$ cat src/rtl/led_pattern_gen.sv
`default_nettype none
// +----------------------------------------------------------------------------+
// | led_pattern_gen: multi-channel LED pattern generator (binary/scan/blink/   |
// | breathe) stepped by a free-running prescaler. LED_BREATHE_EN enables PWM.  |
// | Revision: 1.0                                                              |
// +----------------------------------------------------------------------------+
module led_pattern_gen #(
  parameter int NUM_LEDS   = 5,
  parameter int PRESCALE_W = 22
) (
  input  logic                clk,
  input  logic                reset_n,
  input  logic [1:0]          MODE,
  input  logic                HOLD,
  output logic [NUM_LEDS-1:0] LED,
  output logic                TICK
);

  localparam int POS_W = (NUM_LEDS > 1) ? $clog2(NUM_LEDS) : 1;
  localparam logic [POS_W-1:0] c_POS_MAX = POS_W'(NUM_LEDS - 1);

  localparam logic [1:0] c_MODE_BINARY  = 2'd0;
  localparam logic [1:0] c_MODE_SCAN    = 2'd1;
  localparam logic [1:0] c_MODE_BLINK   = 2'd2;
  localparam logic [1:0] c_MODE_BREATHE = 2'd3;

  localparam logic c_DIR_UP   = 1'b0;
  localparam logic c_DIR_DOWN = 1'b1;

  logic [1:0]            r_mode_meta, r_mode_s;
  logic                  r_hold_meta, r_hold_s;
  logic [PRESCALE_W-1:0] r_prescaler;
  logic [1:0]            r_active_mode;
  logic [NUM_LEDS-1:0]   r_count;
  logic [POS_W-1:0]      r_pos;
  logic                  r_dir;
  logic                  r_blink;
  logic [NUM_LEDS-1:0]   r_led;
  logic                  r_tick;

  logic                  w_tick;
  logic                  w_mode_change;
  logic [POS_W-1:0]      w_pos_next;
  logic                  w_dir_next;
  logic [NUM_LEDS-1:0]   w_scan;
  logic [NUM_LEDS-1:0]   w_led_next;

  always_ff @(posedge clk or negedge reset_n) begin
    if (!reset_n) begin
      r_mode_meta <= 2'd0;
      r_mode_s    <= 2'd0;
      r_hold_meta <= 1'b0;
      r_hold_s    <= 1'b0;
    end else begin
      r_mode_meta <= MODE;
      r_mode_s    <= r_mode_meta;
      r_hold_meta <= HOLD;
      r_hold_s    <= r_hold_meta;
    end
  end

  always_ff @(posedge clk or negedge reset_n) begin
    if (!reset_n) begin
      r_prescaler <= '0;
    end else if (!r_hold_s) begin
      r_prescaler <= r_prescaler + PRESCALE_W'(1);
    end
  end

  assign w_tick        = ~r_hold_s & (&r_prescaler);
  assign w_mode_change = (r_mode_s != r_active_mode);

  // Bounce without repeating the end positions; a single LED never moves.
  always_comb begin
    w_pos_next = r_pos;
    w_dir_next = r_dir;
    if (NUM_LEDS > 1) begin
      if (r_dir == c_DIR_UP) begin
        if (r_pos == c_POS_MAX) begin
          w_dir_next = c_DIR_DOWN;
          w_pos_next = c_POS_MAX - POS_W'(1);
        end else begin
          w_pos_next = r_pos + POS_W'(1);
        end
      end else begin
        if (r_pos == '0) begin
          w_dir_next = c_DIR_UP;
          w_pos_next = POS_W'(1);
        end else begin
          w_pos_next = r_pos - POS_W'(1);
        end
      end
    end
  end

  always_ff @(posedge clk or negedge reset_n) begin
    if (!reset_n) begin
      r_active_mode <= c_MODE_BINARY;
      r_count       <= '0;
      r_pos         <= '0;
      r_dir         <= c_DIR_UP;
      r_blink       <= 1'b0;
    end else if (w_tick) begin
      if (w_mode_change) begin
        r_active_mode <= r_mode_s;
        r_count       <= '0;
        r_pos         <= '0;
        r_dir         <= c_DIR_UP;
        r_blink       <= 1'b0;
      end else begin
        case (r_active_mode)
          c_MODE_SCAN: begin
            r_pos <= w_pos_next;
            r_dir <= w_dir_next;
          end
          c_MODE_BLINK: begin
            r_blink <= ~r_blink;
          end
`ifdef LED_BREATHE_EN
          c_MODE_BREATHE: begin
          end
`endif
          default: begin
            r_count <= r_count + NUM_LEDS'(1);
          end
        endcase
      end
    end
  end

`ifdef LED_BREATHE_EN
  logic [7:0] r_pwm;
  logic [7:0] r_duty;
  logic       r_duty_dir;

  always_ff @(posedge clk or negedge reset_n) begin
    if (!reset_n) begin
      r_pwm      <= 8'd0;
      r_duty     <= 8'd0;
      r_duty_dir <= c_DIR_UP;
    end else begin
      if (!r_hold_s) begin
        r_pwm <= r_pwm + 8'd1;
      end
      if (w_tick) begin
        if (w_mode_change) begin
          r_duty     <= 8'd0;
          r_duty_dir <= c_DIR_UP;
        end else if (r_active_mode == c_MODE_BREATHE) begin
          if (r_duty_dir == c_DIR_UP) begin
            if (r_duty == 8'hFF) begin
              r_duty_dir <= c_DIR_DOWN;
              r_duty     <= 8'hFE;
            end else begin
              r_duty <= r_duty + 8'd1;
            end
          end else begin
            if (r_duty == 8'h00) begin
              r_duty_dir <= c_DIR_UP;
              r_duty     <= 8'h01;
            end else begin
              r_duty <= r_duty - 8'd1;
            end
          end
        end
      end
    end
  end
`endif

  assign w_scan = NUM_LEDS'(1) << r_pos;

  always_comb begin
    w_led_next = r_count;
    case (r_active_mode)
      c_MODE_SCAN:  w_led_next = w_scan;
      c_MODE_BLINK: w_led_next = {NUM_LEDS{r_blink}};
`ifdef LED_BREATHE_EN
      c_MODE_BREATHE: w_led_next = {NUM_LEDS{(r_pwm < r_duty)}};
`endif
      default:      w_led_next = r_count;
    endcase
  end

  always_ff @(posedge clk or negedge reset_n) begin
    if (!reset_n) begin
      r_led  <= '0;
      r_tick <= 1'b0;
    end else begin
      r_led  <= w_led_next;
      r_tick <= w_tick;
    end
  end

  assign LED  = r_led;
  assign TICK = r_tick;

endmodule
`default_nettype wire

$ cat config.mk
export PLATFORM = sky130hd
export DESIGN_NAME = led_pattern_gen
export DESIGN_NICKNAME = d
export VERILOG_FILES = /design/src/rtl/led_pattern_gen.sv
export SDC_FILE = /design/constraint.sdc
export NUM_CORES = 1
export LEC_CHECK = 0
export ABC_AREA = 0
export ABC_CLOCK_PERIOD_IN_PS = 4200
export CORE_UTILIZATION = 30
export DETAILED_ROUTE_END_ITERATION = 16
export RECOVER_POWER = 50
export SYNTH_ARGS = -nofsm -noshare
export SYNTH_HDL_FRONTEND = slang
export SYNTH_SLANG_ARGS = --single-unit
$ cat constraint.sdc
create_clock -name clk -period 4.2 [get_ports clk]
set_input_delay 0.63 -clock clk [delete_from_list [all_inputs] [get_ports clk]]
set_output_delay 0.63 -clock clk [all_outputs]
set_load 0.03 [all_outputs]
# Word level (Yosys, flattened, before mapping)
# Cells that the tools add are included.
# op_classes
shifts	1
n_eq_ne	5
muxes	15
addsub	4
reduce_logical	9
bitwise_logic	3
# op_table
operator	count
adder 22 x 1 -> 22 bit, second input constant	1
AND reduction 22 bit	1
2-to-1 mux 3 bit	5
2-to-1 mux 5 bit	2
case mux 5 bit (2 select lines)	1
AND reduction 2 bit	4
2-to-1 mux 1 bit	7
adder 5 x 1 -> 5 bit, second input constant	1
left shift 1 x 3 -> 5 bit, first input constant	1
nonzero test 2 bit	2
adder 3 x 1 -> 3 bit, second input constant	1
equality test 3 bit, second input constant	1
zero test 3 bit	1
subtractor 3 x 1 -> 3 bit, second input constant	1
equality test 2 x 1 -> 1 bit, second input constant	1
equality test 2 bit, second input constant	1
!= test 2 x 1 -> 1 bit, second input constant	1
!= test 2 bit	1
inverter 1 bit	2
OR reduction 2 bit	1
AND 1 bit	1
# word_totals
word_cells	49
output_inout_bits	6
reg_bits	46

# Depth between registers and ports, before layout
# depth
ltp_word	5
depth_mapped	7
ltp_nobuf	6

# Worst setup path after synthesis
# Ideal clock, no wire load.
# synth_timing
kind	flip-flop to flip-flop
startpoint	reg r_prescaler[0]
endpoint	reg r_count[2]
path_buffers	0
path_stages_with_launch	6
t_required_ns	4.068
arrival_ns	1.521
slack_ns	2.547
cell_sequence	dfrtp_1 ha_1 nand4_1 or4_4 o31ai_1 o31ai_1
# synth_between
elab_chain_len	3
# synth_lines
element	line_no	source
from (decl)	32	logic [PRESCALE_W-1:0] r_prescaler;
from (signal assigned)	66	r_prescaler <= r_prescaler + PRESCALE_W'(1);
AND reduction 22 bit	70	assign w_tick = ~r_hold_s & (&r_prescaler);
AND 1 bit	70	
AND reduction 2 bit (no line)	n/a	
to (signal assigned)	124	r_count <= r_count + NUM_LEDS'(1);
to (decl)	34	logic [NUM_LEDS-1:0] r_count;
# Every way passes these cells.
# A chain may end at the register's enable or synchronous reset.

==> results.md <==
* Initial antenna violation count at 0
* Number of fill cells at 706
* GPL Wtd Cong at 0.8222
* Mapped Cells at 198
* Final hold vios at 0
* GRT met3 Usage at 3.205%
* Final ANT Viol Nets at 0
* CTS tree: done
* Share of cells above drive strength 1 at 8.019%
* Setup tns final at 0 ns
* Clock skew at 0.006850 ns
* Mapped cell area at 2210 µm²
* Overflow left after global routing at 0
* Sequential area share after synthesis at 52.10%
* Postcts setup bufs at 0
* Vias post-DR at 1,489
* Avg Cell Area, Syn at 11.16 µm²
* Worst Hold Path EP: r_mode_s[1]
* GRT met1 Usage at 16.02%
* Clk pwr share at 35.2%
* Num CTS Buffers at 5
* Static leakage at 1.129 nW
* # setup viols final at 0
* Initial Utilization at 31.82%
* Commonest non-fill, non-tap cells in the layout: 46 x dfrtp_1, 16 x nand2_1, 13 x xor2_1
* Clock buffer depth at 2
* Gr usage total at 11.86%
* Worst-path clk slew at 0.08 ns
* # rows at 30
* Maximum VDD drop at 0.0002785 V
* Htree depth at 2
* GR met2 Demand/Resource at 18.75%
* Top cells by area, synth: dfrtp_1 52%, ha_1 5.7%, xor2_1 5.2%, xnor2_1 4.4%, nand2_1 2.7%
* Core Area at 6944 µm²
* Crit-path max FO at 46
* # Max-Cap Violations at 1
* Crit-path cells: clkbuf_1
* Number of flops mapped to enable cells by yosys at 0
* Max-slew headroom at -56.32%
* Yosys warnings at 0
* Synth Register Bits at 46
* CP max-delay cell: clkbuf_1
* Worst Hold Depth at 0
* Failing checks: capacitance limit, slew limit
* Input/output buffers at 10
* Synth top area share at 52.10%
* R2R cell count at 5
* Worst-Skew Late Latency at 0.30 ns
* Post-CTS Resized at 0
* Reg-to-reg startpoint: r_prescaler[0]
* Io pins at 11
* RR Endpoint: r_count[2]
* Die Width at 87.82 µm
* Worst Path Buf+Inv at 1
* Sw Pwr at 0.2340 mW
* Flop pwr share at 55.7%
* Syn_nets at 213
* Async set-reset flop share out of synthesis at 100.0%
* Fmax achieved at 0.4220 GHz
* Clock sink count at 46
* Synth cell types at 38
* Largest net degree at the start of global routing at 47
* CTS Hold Bufs at 0
* Final slew viol count at 47
* Comb pwr share at 9.1%
* Ys flop type: dfrtp_1
* R2R setup slack at 2.34 ns
* CTS root buffer: clkbuf_8
* Synthesis-to-layout area growth at 13.99%
* Unrepaired setup endpoints after global routing: no
* Die Area at 7712 µm²
* Crit path kind: in -> async
* CP endpoint kind: async pin
* Layout Cells excl Fill at 308
* Startpoint Class: input port
* Final worst path period need at 2.370 ns
* Post-route DRC at 0
* DRT iter0 DRCs at 120
* Die Ht at 87.82 µm
* Internal power at 0.6955 mW
* Pwr Density at 369.1 nW/µm²
* First-pass GRT wire length at 7.148 mm
* DR WL/cell at 12.66 µm
* DP HPWL at 2.785 mm
* Hold path start: r_mode_meta[1]
* CP Data Required Time at 4.13 ns
* Final net count at 226
* Status: complete, but fails checks
* Period utilization at 56.43%
* Max incr delay on CP at 1.64 ns
* Synth area leader: dfrtp_1
* Grt peak-use layer: met2
* Final WL at 3.900 mm
* Number of diodes at 0
* Vias in the first global route at 1,518
* Sw frac at 25.18%
* Drt first pass iters at 4
* Worst-margin pin slew at 2.345 ns
* Post-Place Cells at 300
* CP delay by family, top: buffers and inverters
* Vias/cell at 4.834
* Worst path arrival time at 2.30 ns
* Worst min-delay path class: reg -> reg
* Most common cell after layout, fill and taps aside: dfrtp_1
-- cells in the mapped netlist, types with 2 or more instances --
cell type,instances
and4_1,3
o22ai_1,3
a21oi_1,4
mux2_2,3
clkbuf_1,4
dfrtp_1,46
ha_1,10
o211ai_1,3
inv_1,11
o2bb2ai_1,3
o31ai_1,3
nand3_1,9
nand2_1,16
nor2_1,6
nor2b_1,6
a31oi_1,2
a22oi_1,2
or2_2,2
xnor2_1,11
and3_1,2
nor4_1,4
a211oi_1,2
nand4_1,9
nor3_1,8
xor2_1,13
-- worst max path at each step --
stage,start,end,cells after the start
floorplan,r_prescaler[0],r_count[2],5
global placement,r_prescaler[9],r_count[2],4
detailed placement,r_prescaler[0],r_count[2],5
CTS,LED[2],LED[2],1
global route,reset_n,r_prescaler[7],1
finish,reset_n,r_mode_meta[0],1
-- stage by stage --
step           power, mW  instance area [µm²]  hold slack (ns)  utilization (%)  setup slack [ns]
4_1_cts           0.9451                 2520           0.3576            36.29             2.270
3_3_place_gp      0.6099                 2410           0.3328            34.70             2.449
5_1_grt           0.9777                 2519           0.3594            36.27             1.220
2_1_floorplan     0.5792                 2210           0.3312                -             2.547
6_report          0.9296                 2519           0.3535            36.27             1.830
3_5_place_dp      0.6126                 2410           0.3362            34.70             2.383
-- final cells by class --
cell class / instances / area (µm²) / share of cell area [%]
clock inverters: 2 / 37.54 / 1.490
well taps: 96 / 120.1 / 4.769
inverters: 11 / 41.29 / 1.639
clock buffers: 6 / 72.57 / 2.881
repair buffers: 10 / 93.84 / 3.726
multi-input cells: 137 / 1002 / 39.79
flip-flops and latches: 46 / 1151 / 45.70
-- metal layers --
metal	part of all wire (%)	vias up
met5	0	-
li1	-	735
met3	3.2	7
met4	0.92	0
met1	50	719
met2	46	28
-- kinds of logic after synthesis --
kind of cell	share of synthesized area, %
compound gates	8.380
mux	1.529
buf+inv	2.548
fa+ha+maj	5.663
simple gates	20.27
flops	52.09
xor+xnor	9.513
-- registers in the layout (all words and copies together) (netlist names), 2 cells and up --
| register | flops |
|---|---|
| LED | 5 |
| r_active_mode | 2 |
| r_count | 5 |
| r_mode_meta | 2 |
| r_mode_s | 2 |
| r_pos | 3 |
| r_prescaler | 22 |
-- power by group through the flow --
| stage | Clock (mW) | Sequential [mW] | Combinational, mW |
|---|---|---|---|
| after floorplan | 0 | 0.518 | 0.0615 |
| after global placement | 0 | 0.525 | 0.0851 |
| after detailed placement | 0 | 0.526 | 0.0864 |
| after CTS | 0.340 | 0.517 | 0.0878 |
| after global routing | 0.358 | 0.524 | 0.0962 |
| final | 0.327 | 0.518 | 0.0842 |
Power figures use the tool's default switching activity.
